$ cat src/rtl/alu_share_arb_pkg.sv
// alu_share_arb_pkg: shared definitions for the ALU sharing arbiter.
//   state_t  : arbiter FSM encoding (IDLE / EXEC / RESP)
//   OP_*     : ALUop encodings, also used by the issue logic
//   FLAG_*   : bit positions inside the 3-bit {Overflow, CarryOut, Zero} flags
package alu_share_arb_pkg;

  typedef enum logic [1:0] {
    IDLE = 2'd0,
    EXEC = 2'd1,
    RESP = 2'd2
  } state_t;

  localparam logic [2:0] OP_AND  = 3'b000;
  localparam logic [2:0] OP_OR   = 3'b001;
  localparam logic [2:0] OP_XOR  = 3'b100;
  localparam logic [2:0] OP_NOR  = 3'b101;
  localparam logic [2:0] OP_ADD  = 3'b010;
  localparam logic [2:0] OP_SUB  = 3'b110;
  localparam logic [2:0] OP_SLT  = 3'b111;
  localparam logic [2:0] OP_SLTU = 3'b011;

  localparam int FLAG_OV = 2;
  localparam int FLAG_CO = 1;
  localparam int FLAG_Z  = 0;

endpackage

$ cat src/rtl/alu.sv
// alu: combinational ALU shared by the core's execution units.
//   ALUop    in  3   operation (see OP_* in alu_share_arb_pkg)
//   A, B     in  DATA_WIDTH operands
//   Result   out DATA_WIDTH result
//   Overflow out 1   signed overflow (ADD/SUB only)
//   CarryOut out 1   carry out of the adder (ADD/SUB only; SUB carry = no borrow)
//   Zero     out 1   Result == 0
module alu
  import alu_share_arb_pkg::*;
#(
  parameter int DATA_WIDTH = 32
) (
  input  logic [2:0]            ALUop,
  input  logic [DATA_WIDTH-1:0] A,
  input  logic [DATA_WIDTH-1:0] B,
  output logic [DATA_WIDTH-1:0] Result,
  output logic                  Overflow,
  output logic                  CarryOut,
  output logic                  Zero
);

  logic                  is_sub;
  logic [DATA_WIDTH-1:0] b_eff;
  logic [DATA_WIDTH:0]   sum;
  logic                  sum_ov;

  // SUB reuses the adder as A + ~B + 1.
  assign is_sub = (ALUop == OP_SUB);
  assign b_eff  = is_sub ? ~B : B;
  assign sum    = {1'b0, A} + {1'b0, b_eff} + {{DATA_WIDTH{1'b0}}, is_sub};
  assign sum_ov = (A[DATA_WIDTH-1] == b_eff[DATA_WIDTH-1]) &&
                  (sum[DATA_WIDTH-1] != A[DATA_WIDTH-1]);

  // NOTE: every output of a combinational block gets a default first, so no path can leave it unassigned and infer a latch.
  always_comb begin
    Result   = '0;
    Overflow = 1'b0;
    CarryOut = 1'b0;
    case (ALUop)
      OP_AND:  Result = A & B;
      OP_OR:   Result = A | B;
      OP_XOR:  Result = A ^ B;
      OP_NOR:  Result = ~(A | B);
      OP_ADD, OP_SUB: begin
        Result   = sum[DATA_WIDTH-1:0];
        CarryOut = sum[DATA_WIDTH];
        Overflow = sum_ov;
      end
      OP_SLT:  Result = {{(DATA_WIDTH-1){1'b0}}, ($signed(A) < $signed(B))};
      OP_SLTU: Result = {{(DATA_WIDTH-1){1'b0}}, (A < B)};
      default: Result = '0;
    endcase
  end

  assign Zero = (Result == '0);

endmodule

$ cat src/rtl/alu_share_arb_rr_arb2.sv
// rr_arb2: 2-way round-robin grant, purely combinational.
//   valid[1:0]  in  requesters asking this cycle
//   last_grant  in  requester granted most recently
//   grant[1:0]  out one-hot grant (all zero when nobody is valid)
module rr_arb2 (
  input  logic [1:0] valid,
  input  logic       last_grant,
  output logic [1:0] grant
);

  // On a tie the requester that did not win last time goes first.
  assign grant[0] = valid[0] & (~valid[1] |  last_grant);
  assign grant[1] = valid[1] & (~valid[0] | ~last_grant);

endmodule

$ cat src/rtl/alu_share_arb.sv
// alu_share_arb: shares one combinational alu between two requesters.
// One operation in flight: IDLE (grant) -> EXEC (alu evaluates latched
// operands) -> RESP (hold result until the owner takes it) -> IDLE.
//   clk, rst                 clock, asynchronous active-high reset
//   req{0,1}_valid/ready     request handshake (ready only in IDLE, to the grantee)
//   req{0,1}_A/_B/_ALUop     operands and operation
//   resp{0,1}_valid/ready    response handshake (only the owner ever sees valid)
//   resp{0,1}_result/_flags  alu Result and {Overflow, CarryOut, Zero}
// Optional (`define ALU_SHARE_ARB_STATS_EN):
//   stat_ops0/stat_ops1      32-bit wrapping counts of completed response handshakes
module alu_share_arb
  import alu_share_arb_pkg::*;
#(
  parameter int DATA_WIDTH = 32
) (
  input  logic                  clk,
  input  logic                  rst,
  input  logic                  req0_valid,
  output logic                  req0_ready,
  input  logic [DATA_WIDTH-1:0] req0_A,
  input  logic [DATA_WIDTH-1:0] req0_B,
  input  logic [2:0]            req0_ALUop,
  input  logic                  req1_valid,
  output logic                  req1_ready,
  input  logic [DATA_WIDTH-1:0] req1_A,
  input  logic [DATA_WIDTH-1:0] req1_B,
  input  logic [2:0]            req1_ALUop,
  output logic                  resp0_valid,
  input  logic                  resp0_ready,
  output logic [DATA_WIDTH-1:0] resp0_result,
  output logic [2:0]            resp0_flags,
  output logic                  resp1_valid,
  input  logic                  resp1_ready,
  output logic [DATA_WIDTH-1:0] resp1_result,
  output logic [2:0]            resp1_flags
`ifdef ALU_SHARE_ARB_STATS_EN
  ,
  output logic [31:0]           stat_ops0,
  output logic [31:0]           stat_ops1
`endif
);

  state_t                state, state_nxt;
  logic                  last_grant;
  logic                  owner;
  logic [DATA_WIDTH-1:0] op_a, op_b;
  logic [2:0]            op_code;

  logic [1:0]            grant;
  logic                  accept;
  logic                  resp_hs;

  logic [DATA_WIDTH-1:0] alu_result;
  logic                  alu_ov, alu_co, alu_z;
  logic [2:0]            alu_flags;

  rr_arb2 u_arb (
    .valid      ({req1_valid, req0_valid}),
    .last_grant (last_grant),
    .grant      (grant)
  );

  assign req0_ready = (state == IDLE) & grant[0];
  assign req1_ready = (state == IDLE) & grant[1];
  // A grant implies valid, so ready alone marks the handshake.
  assign accept     = req0_ready | req1_ready;
  // resp*_valid is always set while in RESP, so only the owner's ready matters.
  assign resp_hs    = (state == RESP) & (owner ? resp1_ready : resp0_ready);

  alu #(.DATA_WIDTH(DATA_WIDTH)) u_alu (
    .ALUop    (op_code),
    .A        (op_a),
    .B        (op_b),
    .Result   (alu_result),
    .Overflow (alu_ov),
    .CarryOut (alu_co),
    .Zero     (alu_z)
  );

  assign alu_flags[FLAG_OV] = alu_ov;
  assign alu_flags[FLAG_CO] = alu_co;
  assign alu_flags[FLAG_Z]  = alu_z;

  // NOTE: clocked state uses non-blocking assignments so every register samples pre-edge values regardless of block order.
  always_ff @(posedge clk or posedge rst) begin
    if (rst) state <= IDLE;
    else     state <= state_nxt;
  end

  always_comb begin
    state_nxt = state;
    case (state)
      IDLE:    if (accept) state_nxt = EXEC;
      EXEC:    state_nxt = RESP;
      RESP:    if (resp_hs) state_nxt = IDLE;
      default: state_nxt = IDLE;
    endcase
  end

  // NOTE: operand registers are reset even though nothing reads them before a grant, so the alu inputs are never X after reset.
  always_ff @(posedge clk or posedge rst) begin
    if (rst) begin
      last_grant <= 1'b1;  // first tie after reset goes to requester 0
      owner      <= 1'b0;
      op_a       <= '0;
      op_b       <= '0;
      op_code    <= '0;
    end else if (accept) begin
      last_grant <= grant[1];
      owner      <= grant[1];
      op_a       <= grant[1] ? req1_A     : req0_A;
      op_b       <= grant[1] ? req1_B     : req0_B;
      op_code    <= grant[1] ? req1_ALUop : req0_ALUop;
    end
  end

  always_ff @(posedge clk or posedge rst) begin
    if (rst) begin
      resp0_valid  <= 1'b0;
      resp0_result <= '0;
      resp0_flags  <= '0;
      resp1_valid  <= 1'b0;
      resp1_result <= '0;
      resp1_flags  <= '0;
    end else if (state == EXEC) begin
      if (owner) begin
        resp1_valid  <= 1'b1;
        resp1_result <= alu_result;
        resp1_flags  <= alu_flags;
      end else begin
        resp0_valid  <= 1'b1;
        resp0_result <= alu_result;
        resp0_flags  <= alu_flags;
      end
    end else if (resp_hs) begin
      // Result and flags stay as they were; only valid drops.
      if (owner) resp1_valid <= 1'b0;
      else       resp0_valid <= 1'b0;
    end
  end

`ifdef ALU_SHARE_ARB_STATS_EN
  always_ff @(posedge clk or posedge rst) begin
    if (rst) begin
      stat_ops0 <= '0;
      stat_ops1 <= '0;
    end else if (resp_hs) begin
      if (owner) stat_ops1 <= stat_ops1 + 32'd1;
      else       stat_ops0 <= stat_ops0 + 32'd1;
    end
  end
`endif

endmodule

$ cat config.mk
export PLATFORM = sky130hd
export DESIGN_NAME = alu_share_arb
export DESIGN_NICKNAME = d
export VERILOG_FILES = /design/src/rtl/alu_share_arb_pkg.sv /design/src/rtl/alu.sv /design/src/rtl/alu_share_arb_rr_arb2.sv /design/src/rtl/alu_share_arb.sv
export SDC_FILE = /design/constraint.sdc
export NUM_CORES = 1
export LEC_CHECK = 0
export BUFFER_PORTS_ARGS = -buffer_cell sky130_fd_sc_hd__buf_2
export CAP_MARGIN = 20
export CORE_MARGIN = 2
export CORE_UTILIZATION = 50
export DETAILED_ROUTE_END_ITERATION = 7
export PLACE_DENSITY = 0.73
export SLEW_MARGIN = 20
export SYNTH_ARGS = -nofsm -noshare
export SYNTH_HDL_FRONTEND = slang
export SYNTH_SLANG_ARGS = --single-unit
$ cat constraint.sdc
create_clock -name clk -period 7.65 [get_ports clk]
set_input_delay 2.295 -clock clk [delete_from_list [all_inputs] [get_ports clk]]
set_output_delay 2.295 -clock clk [all_outputs]
set_load 0.01 [all_outputs]
==> flow_metrics.py <==
metrics = {
    "final_layout": {
        "diodes": 0,
        "drive_above_1_share_pct": 19.7,
        "most-common-layout-cells": "buf_2 (213), nand2_1 (180), o21ai_0 (159), dfrtp_1 (141), ha_1 (131)",
        "nets": 1744,
        "layout-area-overhead-vs-synth_pct": 15.9,
        "layout.cells.most_common": "buf_2",
    },
    "cts": {
        "cts_tree": "done",
        "post-cts-setup-buffers": 0,
        "cts_buffers": 17,
        "cts-resized-gates": 0,
        "clock_path_buffers": 2,
        "clk_pin_slew_ns": 0.06,
        "insertion_delay_ns": 0.43,
        "cts-root-buf": "clkbuf_16",
        "clock_sinks": 143,
        "postCtsHoldBufs": 0,
        "htree_num_levels": 4,
    },
    "synth": {
        "synth_nets": 1575,
        "syn_area_per_cell_um2": 8.72,
        "synth_cells": 1303,
        "yosysWarnings": 0,
        "yosys.area.top_type_share_pct": 31.3,
        "synth_edf_count": 0,
        "synth_top_flop_cell": "dfrtp_1",
        "ys_seq_area_share_pct": 31.5,
        "syn_area_um2": 11400,
        "ys_ff_latch": 143,
        "synth_top_cell_by_area": "dfrtp_1",
        "synth.distinct_cells": 75,
        "async_flop_share_pct": 100,
        "yosys-top-cells-area": "dfrtp_1 (31%), ha_1 (14%), mux2i_1 (7.9%)",
    },
    "worst_setup_path": {
        "cp_slowest_cell": "buf_4",
        "worstReg2RegStart": "op_code[2]",
        "crit_type": "input port to primary output",
        "cp_common_cell": "buf_2",
        "reg2reg_depth": 14,
        "rrSetupSlack_ns": 2.15,
        "path_buf_inv": 3,
        "crit_path_end_kind": "primary output",
        "worstPathCellList": "buf_2, a21boi_4, buf_4, and2_1, buf_2",
        "cp_max_fo": 27,
        "r2r-end": "resp0_flags[0]",
        "start_kind": "input port",
        "max_stage_delay_ns": 0.41,
        "crit_family": "buffers and inverters",
        "cp.arrival_ns": 3.44,
        "required_ns": 5.36,
    },
    "floorplanning": {
        "die_area_um2": 23900,
        "fp.dieH_um": 155,
        "rows": 55,
        "start_util_pct": 50.5,
        "core_area_um2": 22500,
        "ios": 214,
        "dieWidth_um": 155,
    },
    "worst_hold_path": {
        "hold_depth": 2,
        "hp-start": "resp0_result[29]",
        "holdPathEnd": "resp0_result[29]",
        "hold_class": "flop to flop",
    },
    "grt": {
        "grt_pass1_vias": 9094,
        "grt_usage_pct": 24.8,
        "gr-total-overflow": 0,
        "grt_max_degree": 132,
        "grt_antenna_before_repair": 0,
        "grt_pass1_wl_um": 47300,
    },
    "timing": {
        "slew_viol_final": 0,
        "rsz0062_at_grt": "no",
        "finalCriticalPeriod_ns": 5.74,
        "relSlewSlack_pct": 31.3,
        "finClkSkew_ns": 0.0141,
        "layout_setup_ws_ns": 1.91,
        "tightest_slew_ns": 1.03,
        "timing.final.hold_violations": 0,
        "finalSetupTns_ns": 0,
        "setup_viol": 0,
        "fin_crit_sh_pct": 75.0,
        "max_freq_mhz": 174,
    },
    "drt": {
        "ant_nets": 0,
        "drt_iter0_drc": 610,
        "avgViaCountPerCell": 5.52,
        "totalWireLength_um": 29400,
        "drc_errors": 0,
        "wire_per_inst_um": 16.6,
        "route.vias.total": 9772,
        "firstDrtPassIters": 5,
    },
    "run": {
        "drv_cap": 0,
    },
    "place": {
        "pre_cts_slack_ns": 1.91,
        "gp_congestion": 0.954,
        "dp_hpwl_um": 22700,
        "portBuffers": 213,
    },
    "power": {
        "max-vdd-ir-drop_mv": 0.196,
        "p_leak_nw": 6.49,
        "power.density_nw_per_um2": 531,
    },
    "run_status": {
        "status": "completed",
    },
}
-- synth_stat cells (15+ instances only) --
cell and count:
nor2_1 60, mux2i_1 90, dfrtp_1 142, xor2_1 15, clkbuf_1 50, a211oi_1 27
a21oi_1 59, ha_1 131, nand4_1 18, nand2_1 181, xnor2_1 62, inv_1 86
o21ai_0 159
-- area by class of cell --
cell class | count | area (um^2)
flip-flops and latches | 143 | 3580
inverters | 86 | 328
repair buffers | 224 | 1170
well taps | 285 | 357
fillers | 2028 | 9340
clock buffers | 19 | 443
clock inverters | 12 | 136
multi-input cells | 1000 | 7150
-- worst reg2reg max path, stage by stage (launching register included) --
cell and delay (ns):
dfrtp_2 0.88, nand2_1 0.56, xnor2_1 0.39, inv_1 0.10, fa_1 0.43, nand2b_1 0.19, a211oi_2 0.33, nor2_1 0.15
o41ai_2 0.59, nor4_1 0.12, nor3_1 0.35, and4_1 0.26, nand4_1 0.10, or4b_1 0.56, o41ai_1 0.38
-- state kept, by name, summed over array words and instances (netlist names) --
| register | cells |
|---|---|
| op_a | 32 |
| op_b | 32 |
| resp0_result | 32 |
| resp1_result | 32 |
| op_code | 3 |
| resp0_flags | 3 |
| resp1_flags | 3 |
| state | 2 |
| last_grant | 1 |
| owner | 1 |
| resp0_valid | 1 |
| resp1_valid | 1 |
-- per-stage QoR --
| step | power, mW | cell area, um^2 | hold WS, ns | cells | utilization [%] |
|---|---|---|---|---|---|
| floorplan | 4.85 | 11400 | 0.476 | 1303 | - |
| global placement | 5.96 | 12600 | 0.454 | 1737 | 55.8 |
| detailed placement | 6.07 | 12600 | 0.459 | 1737 | 55.8 |
| CTS | 6.93 | 13100 | 0.474 | 1768 | 58.3 |
| global route | 7.61 | 13200 | 0.492 | 1769 | 58.5 |
| finish | 6.98 | 13200 | 0.469 | 1769 | 58.5 |
-- worst max path at each step --
stage,cells past startpoint,endpoint,start,slack (ns)
CTS,5,req1_ready,req1_valid,1.90
global placement,5,req1_ready,req1_valid,1.95
detailed placement,5,req1_ready,req1_valid,1.91
global route,14,resp1_flags[0],op_code[2],1.74
floorplan,1,op_a[0],rst,1.52
finish,5,req1_ready,req1_valid,1.91
-- where the power goes --
part	leakage, nW	switching (mW)	internal [mW]	total (mW)
Combinational	4.42	2.81	1.82	4.63
Sequential	1.80	0.425	1.10	1.53
Clock	0.276	0.341	0.489	0.830
Total	6.49	3.58	3.41	6.98
-- kinds of logic (layout without fill, tap and decap cells) --
group | after synthesis | count (layout) | share of synthesized area, %
adder cells (fa/ha/maj) | 132 | 132 | 14.6
XOR/XNOR | 77 | 77 | 5.94
buffers and inverters | 160 | 341 | 5.77
AND/OR/NAND/NOR | 336 | 336 | 13.4
flip-flops | 143 | 143 | 31.5
AO/OA/AOI/OAI | 346 | 346 | 18.9
multiplexers | 109 | 109 | 9.85
-- metal layers --
| metal | vias up | global-route usage (%) | wire length, um |
|---|---|---|---|
| li1 | 4893 | - | - |
| met3 | 31 | 3.78 | 1750 |
| met5 | - | 0 | 0 |
| met2 | 298 | 35.8 | 12200 |
| met4 | 0 | 6.57 | 400 |
| met1 | 4550 | 38.4 | 15100 |
No activity file was read; power rests on OpenSTA's default activity.
